### src/rtl/argmax_classifier.sv
// argmax_classifier: captures a signed vector when inputs_ready rises. It then
// scans the vector one element per clock to find the largest value and its
// index. The result is held with output_ready until the next capture.
//
// Ports:
//   clock        - single clock, rising edge
//   reset        - asynchronous, active-high
//   inputs_ready - level from the upstream layer; its rising edge triggers a capture
//   inputs       - NUM_INPUTS signed elements of DATA_WIDTH bits
//   class_index  - index of the maximum element (lowest index wins ties)
//   max_value    - value of the maximum element
//   output_ready - result valid; held until the next capture
//   busy         - high while scanning
module argmax_classifier #(
  parameter int unsigned DATA_WIDTH = 32,
  parameter int unsigned NUM_INPUTS = 10,
  localparam int unsigned INDEX_WIDTH = (NUM_INPUTS > 1) ? $clog2(NUM_INPUTS) : 1
) (
  input  logic                         clock,
  input  logic                         reset,
  input  logic                         inputs_ready,
  input  logic signed [DATA_WIDTH-1:0] inputs [NUM_INPUTS],
  output logic        [INDEX_WIDTH-1:0] class_index,
  output logic signed [DATA_WIDTH-1:0] max_value,
  output logic                         output_ready,
  output logic                         busy
);

  typedef enum logic [1:0] {
    ST_IDLE = 2'd0,
    ST_SCAN = 2'd1,
    ST_DONE = 2'd2
  } state_t;

  state_t                        r_state;
  logic                          r_prev_ready;
  logic signed [DATA_WIDTH-1:0]  r_buffer [NUM_INPUTS];
  logic signed [DATA_WIDTH-1:0]  r_best_value;
  logic        [INDEX_WIDTH-1:0] r_best_index;
  logic        [INDEX_WIDTH-1:0] r_scan_index;

  logic                          w_rise;
  logic signed [DATA_WIDTH-1:0]  w_scan_value;
  logic                          w_take;
  logic                          w_last;
  logic signed [DATA_WIDTH-1:0]  w_next_value;
  logic        [INDEX_WIDTH-1:0] w_next_index;

  // A level held high yields one trigger; prev is cleared by reset so a
  // high level at reset release counts as a rise.
  assign w_rise = inputs_ready & ~r_prev_ready;

  // Element under examination; a one-element build never scans.
  if (NUM_INPUTS > 1) begin : g_scan
    assign w_scan_value = r_buffer[r_scan_index];
  end else begin : g_single
    assign w_scan_value = r_buffer[0];
  end

  // Strict compare keeps the lowest index among equal maxima.
  assign w_take       = w_scan_value > r_best_value;
  assign w_next_value = w_take ? w_scan_value : r_best_value;
  assign w_next_index = w_take ? r_scan_index : r_best_index;
  assign w_last       = (r_scan_index == INDEX_WIDTH'(NUM_INPUTS - 1));

  // Capture / scan / hold state machine with registered outputs.
  always_ff @(posedge clock or posedge reset) begin
    if (reset) begin
      r_state      <= ST_IDLE;
      r_prev_ready <= 1'b0;
      r_best_value <= '0;
      r_best_index <= '0;
      r_scan_index <= '0;
      class_index  <= '0;
      max_value    <= '0;
      output_ready <= 1'b0;
      busy         <= 1'b0;
      for (int i = 0; i < int'(NUM_INPUTS); i++) begin
        r_buffer[i] <= '0;
      end
    end else begin
      r_prev_ready <= inputs_ready;
      case (r_state)
        ST_IDLE, ST_DONE: begin
          if (w_rise) begin
            r_buffer <= inputs;
            if (NUM_INPUTS == 1) begin
              // Nothing to compare: publish on the capture edge itself.
              class_index  <= '0;
              max_value    <= inputs[0];
              output_ready <= 1'b1;
              r_state      <= ST_DONE;
            end else begin
              r_best_value <= inputs[0];
              r_best_index <= '0;
              r_scan_index <= INDEX_WIDTH'(1);
              output_ready <= 1'b0;
              busy         <= 1'b1;
              r_state      <= ST_SCAN;
            end
          end
        end
        ST_SCAN: begin
          // Rises during the scan are ignored; the buffer stays frozen.
          if (w_last) begin
            class_index  <= w_next_index;
            max_value    <= w_next_value;
            output_ready <= 1'b1;
            busy         <= 1'b0;
            r_state      <= ST_DONE;
          end else begin
            r_best_value <= w_next_value;
            r_best_index <= w_next_index;
            r_scan_index <= r_scan_index + INDEX_WIDTH'(1);
          end
        end
        default: begin
          busy    <= 1'b0;
          r_state <= ST_IDLE;
        end
      endcase
    end
  end

endmodule
### config.mk
export PLATFORM = sky130hd
export DESIGN_NAME = argmax_classifier
export DESIGN_NICKNAME = d
export VERILOG_FILES = /design/src/rtl/argmax_classifier.sv
export SDC_FILE = /design/constraint.sdc
export NUM_CORES = 1
export LEC_CHECK = 0
export ABC_AREA = 1
export BUFFER_PORTS_ARGS = -buffer_cell sky130_fd_sc_hd__buf_2
export CORE_MARGIN = 3
export CORE_UTILIZATION = 56
export CTS_CLUSTER_SIZE = 30
export DETAILED_ROUTE_END_ITERATION = 8
export PLACE_DENSITY = 0.84
export RECOVER_POWER = 100
export SLEW_MARGIN = 10
export SYNTH_ARGS = -nofsm -noshare
export SYNTH_HDL_FRONTEND = slang
export SYNTH_SLANG_ARGS = --single-unit
### constraint.sdc
create_clock -name clock -period 16.6 [get_ports clock]
set_input_delay 3.32 -clock clock [delete_from_list [all_inputs] [get_ports clock]]
set_output_delay 3.32 -clock clock [all_outputs]
set_load 0.01 [all_outputs]
==> reports/metrics.yaml <==
ioPinCount: 361
use_met3_pct: 6.17
clock_sinks: 401
viasPerCell: 5.50
clkLatencyLatePin_ns: 0.55
cp-start-kind: "register"
netlist.area_leader.share_pct: 51.0
drt_iter0_markers: 1984
maxSlewViolCount: 689
crit_type: "register to register"
switching_share_pct: 46.1
track_usage_pct: 30.9
setup_violations: 0
placed_area_um2: 21500
syn_nets: 2974
clock-root-buffer: "clkbuf_16"
fmax_mhz: 95.6
rows: 67
dpl.cell_count: 3277
fin_skew_ns: 0.0189
switchingPower_uw: 2420
hold_buffers: 0
path_max_fanout: 91
violations: "max-capacitance violations, max-slew violations"
yosysWarnings: 0
synth_cell_type_count: 31
num_vias: 18500
arrival_ns: 10.89
place.gp.congestion: 0.947
finalCritPeriodShare_pct: 63.0
final_area_um2: 22800
pre_cts_ws_ns: 10.64
drcViolationCount: 0
fill_cells: 2927
drtAntennaViolNets: 0
ff2ff_setup_slack_ns: 6.14
dieWidth_um: 193
finalSetupTns_ns: 0
die_area_um2: 37400
cts.repair.resized: 0
p_leak_uw: 0.0124
tritoncts: "yes"
n_antenna_cell: 0
antenna_found_initial: 0
ctsHtreeMaxLevel: 2
area.growth.synth_to_final_pct: 16.1
nets: 3230
core_area_um2: 34000
postSynth.asyncResetShare_pct: 100
power.internal_uw: 2830
port_buffers: 360
overflow: 0
post-dp-hpwl_um: 41100
wirelength_um: 59400
worst_ir_drop_vdd_mv: 0.224
timing.slew.headroom_pct: -186
rsz0062_at_grt: "no"
seq_power_share_pct: 33.4
power.density_nw_per_um2: 230
hold_ws_ns: 0.464
post-cts-setup-buffer-count: 0
grtUsageMet1_pct: 41.8
hold_viol_final: 0
synth.top_cells.by_area: "dfrtp_1, nand2_1, o21ai_0"
syn_inst: 2617
start_util_pct: 57.8
synth-seq-cells: 401
grt_busiest_layer: "met2"
worstMarginPinSlew_ns: 4.28
seqCellArea_um2: 10000
synth_area_um2: 19700
synth_edf_count: 0
die_h_um: 193
multi_input_comb_area_um2: 8220
worstPathRequired_ns: 17.04
grtUsageMet2_pct: 48.4
hold_class: "register to register"
clk_pin_slew_ns: 0.06
period_minus_slack_ns: 10.46
max-cap-violations: 9
stdcell_count: 3354
dominantRegCellSynth: "dfrtp_1"
seq_area_frac_synth_pct: 51.0
grt_first_pass_wirelength_um: 93800
clk_path_buf_depth: 3
cts_buffers: 42
wl_per_cell_um: 17.7
grt_pass1_vias: 17900
fin_ws_ns: 6.14
worst_setup_path_end_kind: "register"
status: "finished with violations"
dr.pass1.iters: 6
grt_max_degree: 289
avgSynthCellArea_um2: 7.51
layout-drive-gt1-share_pct: 14.3
synth_area_leader_cell: "dfrtp_1"
power_frac_comb_pct: 48.4
share_clk_of_total_power_pct: 18.2
[cells in the final DEF, fill, tap and decap left out, types with 2 or more instances in the layout]
cell and count:
inv_6 2, nor2_2 3, clkinv_2 7, o211ai_1 57
ha_1 34, nand4_1 38, clkbuf_16 43, clkbuf_1 54
o21ai_0 230, clkinv_1 2, o221ai_1 7, dfrtp_1 399
buf_2 321, a21o_1 2, buf_4 11, nand3_1 118
clkinvlp_4 4, nor2_1 56, bufinv_16 2, nand2_1 1211
inv_2 4, clkbuf_8 9, a21oi_1 93, inv_1 184
[cells by family (layout without fill, tap and decap cells)]
| logic type | Yosys count | after routing | synth area share, % |
|---|---|---|---|
| compound gates | 393 | 393 | 10.9 |
| fa+ha+maj | 34 | 34 | 2.16 |
| buf+inv | 358 | 647 | 7.09 |
| flops | 401 | 401 | 51.0 |
| simple gates | 1431 | 1431 | 28.8 |
[critical path, stage by stage, from the launching register on]
cell	delay [ns]
dfrtp_1	1.88
clkbuf_1	2.79
a21oi_1	0.28
o21ai_0	0.21
nand3_1	0.18
o211ai_1	0.21
nand2_1	0.19
ha_1	0.32
nand2_1	0.05
nor2_1	0.13
nand4_1	0.16
nor2_2	0.22
nand2_1	0.12
nand3_1	1.15
nand3_1	1.62
nand2_1	0.44
nand2_1	0.16
nand2_1	0.09
nand2_1	0.05
[per-stage QoR]
step           power, uW  utilization [%]
3_5_place_dp        4250             63.3
3_3_place_gp        4160             63.3
4_1_cts             5220             67.4
2_1_floorplan       3540                -
6_report            5250             67.1
5_1_grt             5690             67.1
[cell type report]
type / count / share of cell area (%)
well taps: 448 / 2.46
clock buffers: 62 / 5.42
inverters: 193 / 3.22
flip-flops and latches: 401 / 44.0
multi-input cells: 1858 / 36.0
clock inverters: 15 / 0.691
repair buffers: 377 / 8.21
[synthesized netlist by cell type, types with 3 or more instances]
cell and n:
o211ai_1 57, buf_4 3, dfrtp_1 401, nor2_1 56, nand2_1 1211, o221ai_1 7, nand3_1 116, inv_2 3
buf_1 14, o21ai_1 4, clkbuf_1 123, nand4_1 38, nor2_2 3, ha_1 34, o21ai_0 227, inv_1 187
a21oi_1 93, buf_2 24
[final timing paths]
path,start,endpoint,cells after the start
setup / recovery,r_scan_index[0],max_value[25],18
hold / removal,r_buffer[162],r_buffer[162],2
setup reg to reg,r_scan_index[0],max_value[25],18
hold reg to reg,r_buffer[162],r_buffer[162],2
max in group asynchronous,reset,r_buffer[77],3
min in group asynchronous,reset,r_buffer[180],2
[power groups by stage]
stage                     sequential [uW]  combinational, uW  clock, uW
after detailed placement             1750               2500          0
after global placement               1740               2420          0
after CTS                            1740               2520        960
after global routing                 1800               2890       1000
after floorplan                      1660               1880          0
final                                1750               2540        955
[state kept, by name, summed over array words and instances, names as in the netlist]
signal and cells:
busy 1, r_best_value 32, max_value 32, r_state 2, class_index 4, r_scan_index 4
r_best_index 4, r_prev_ready 1, r_buffer 320, output_ready 1
[layer usage]
metal | vias up | wire (um) | share of wire [%]
met5 | - | 0 | 0
li1 | 8787 | - | -
met3 | 148 | 4860 | 8.2
met4 | 0 | 3010 | 5.1
met1 | 8691 | 24200 | 41
met2 | 831 | 27300 | 46
Note: power is estimated with default switching activity, not from simulation.
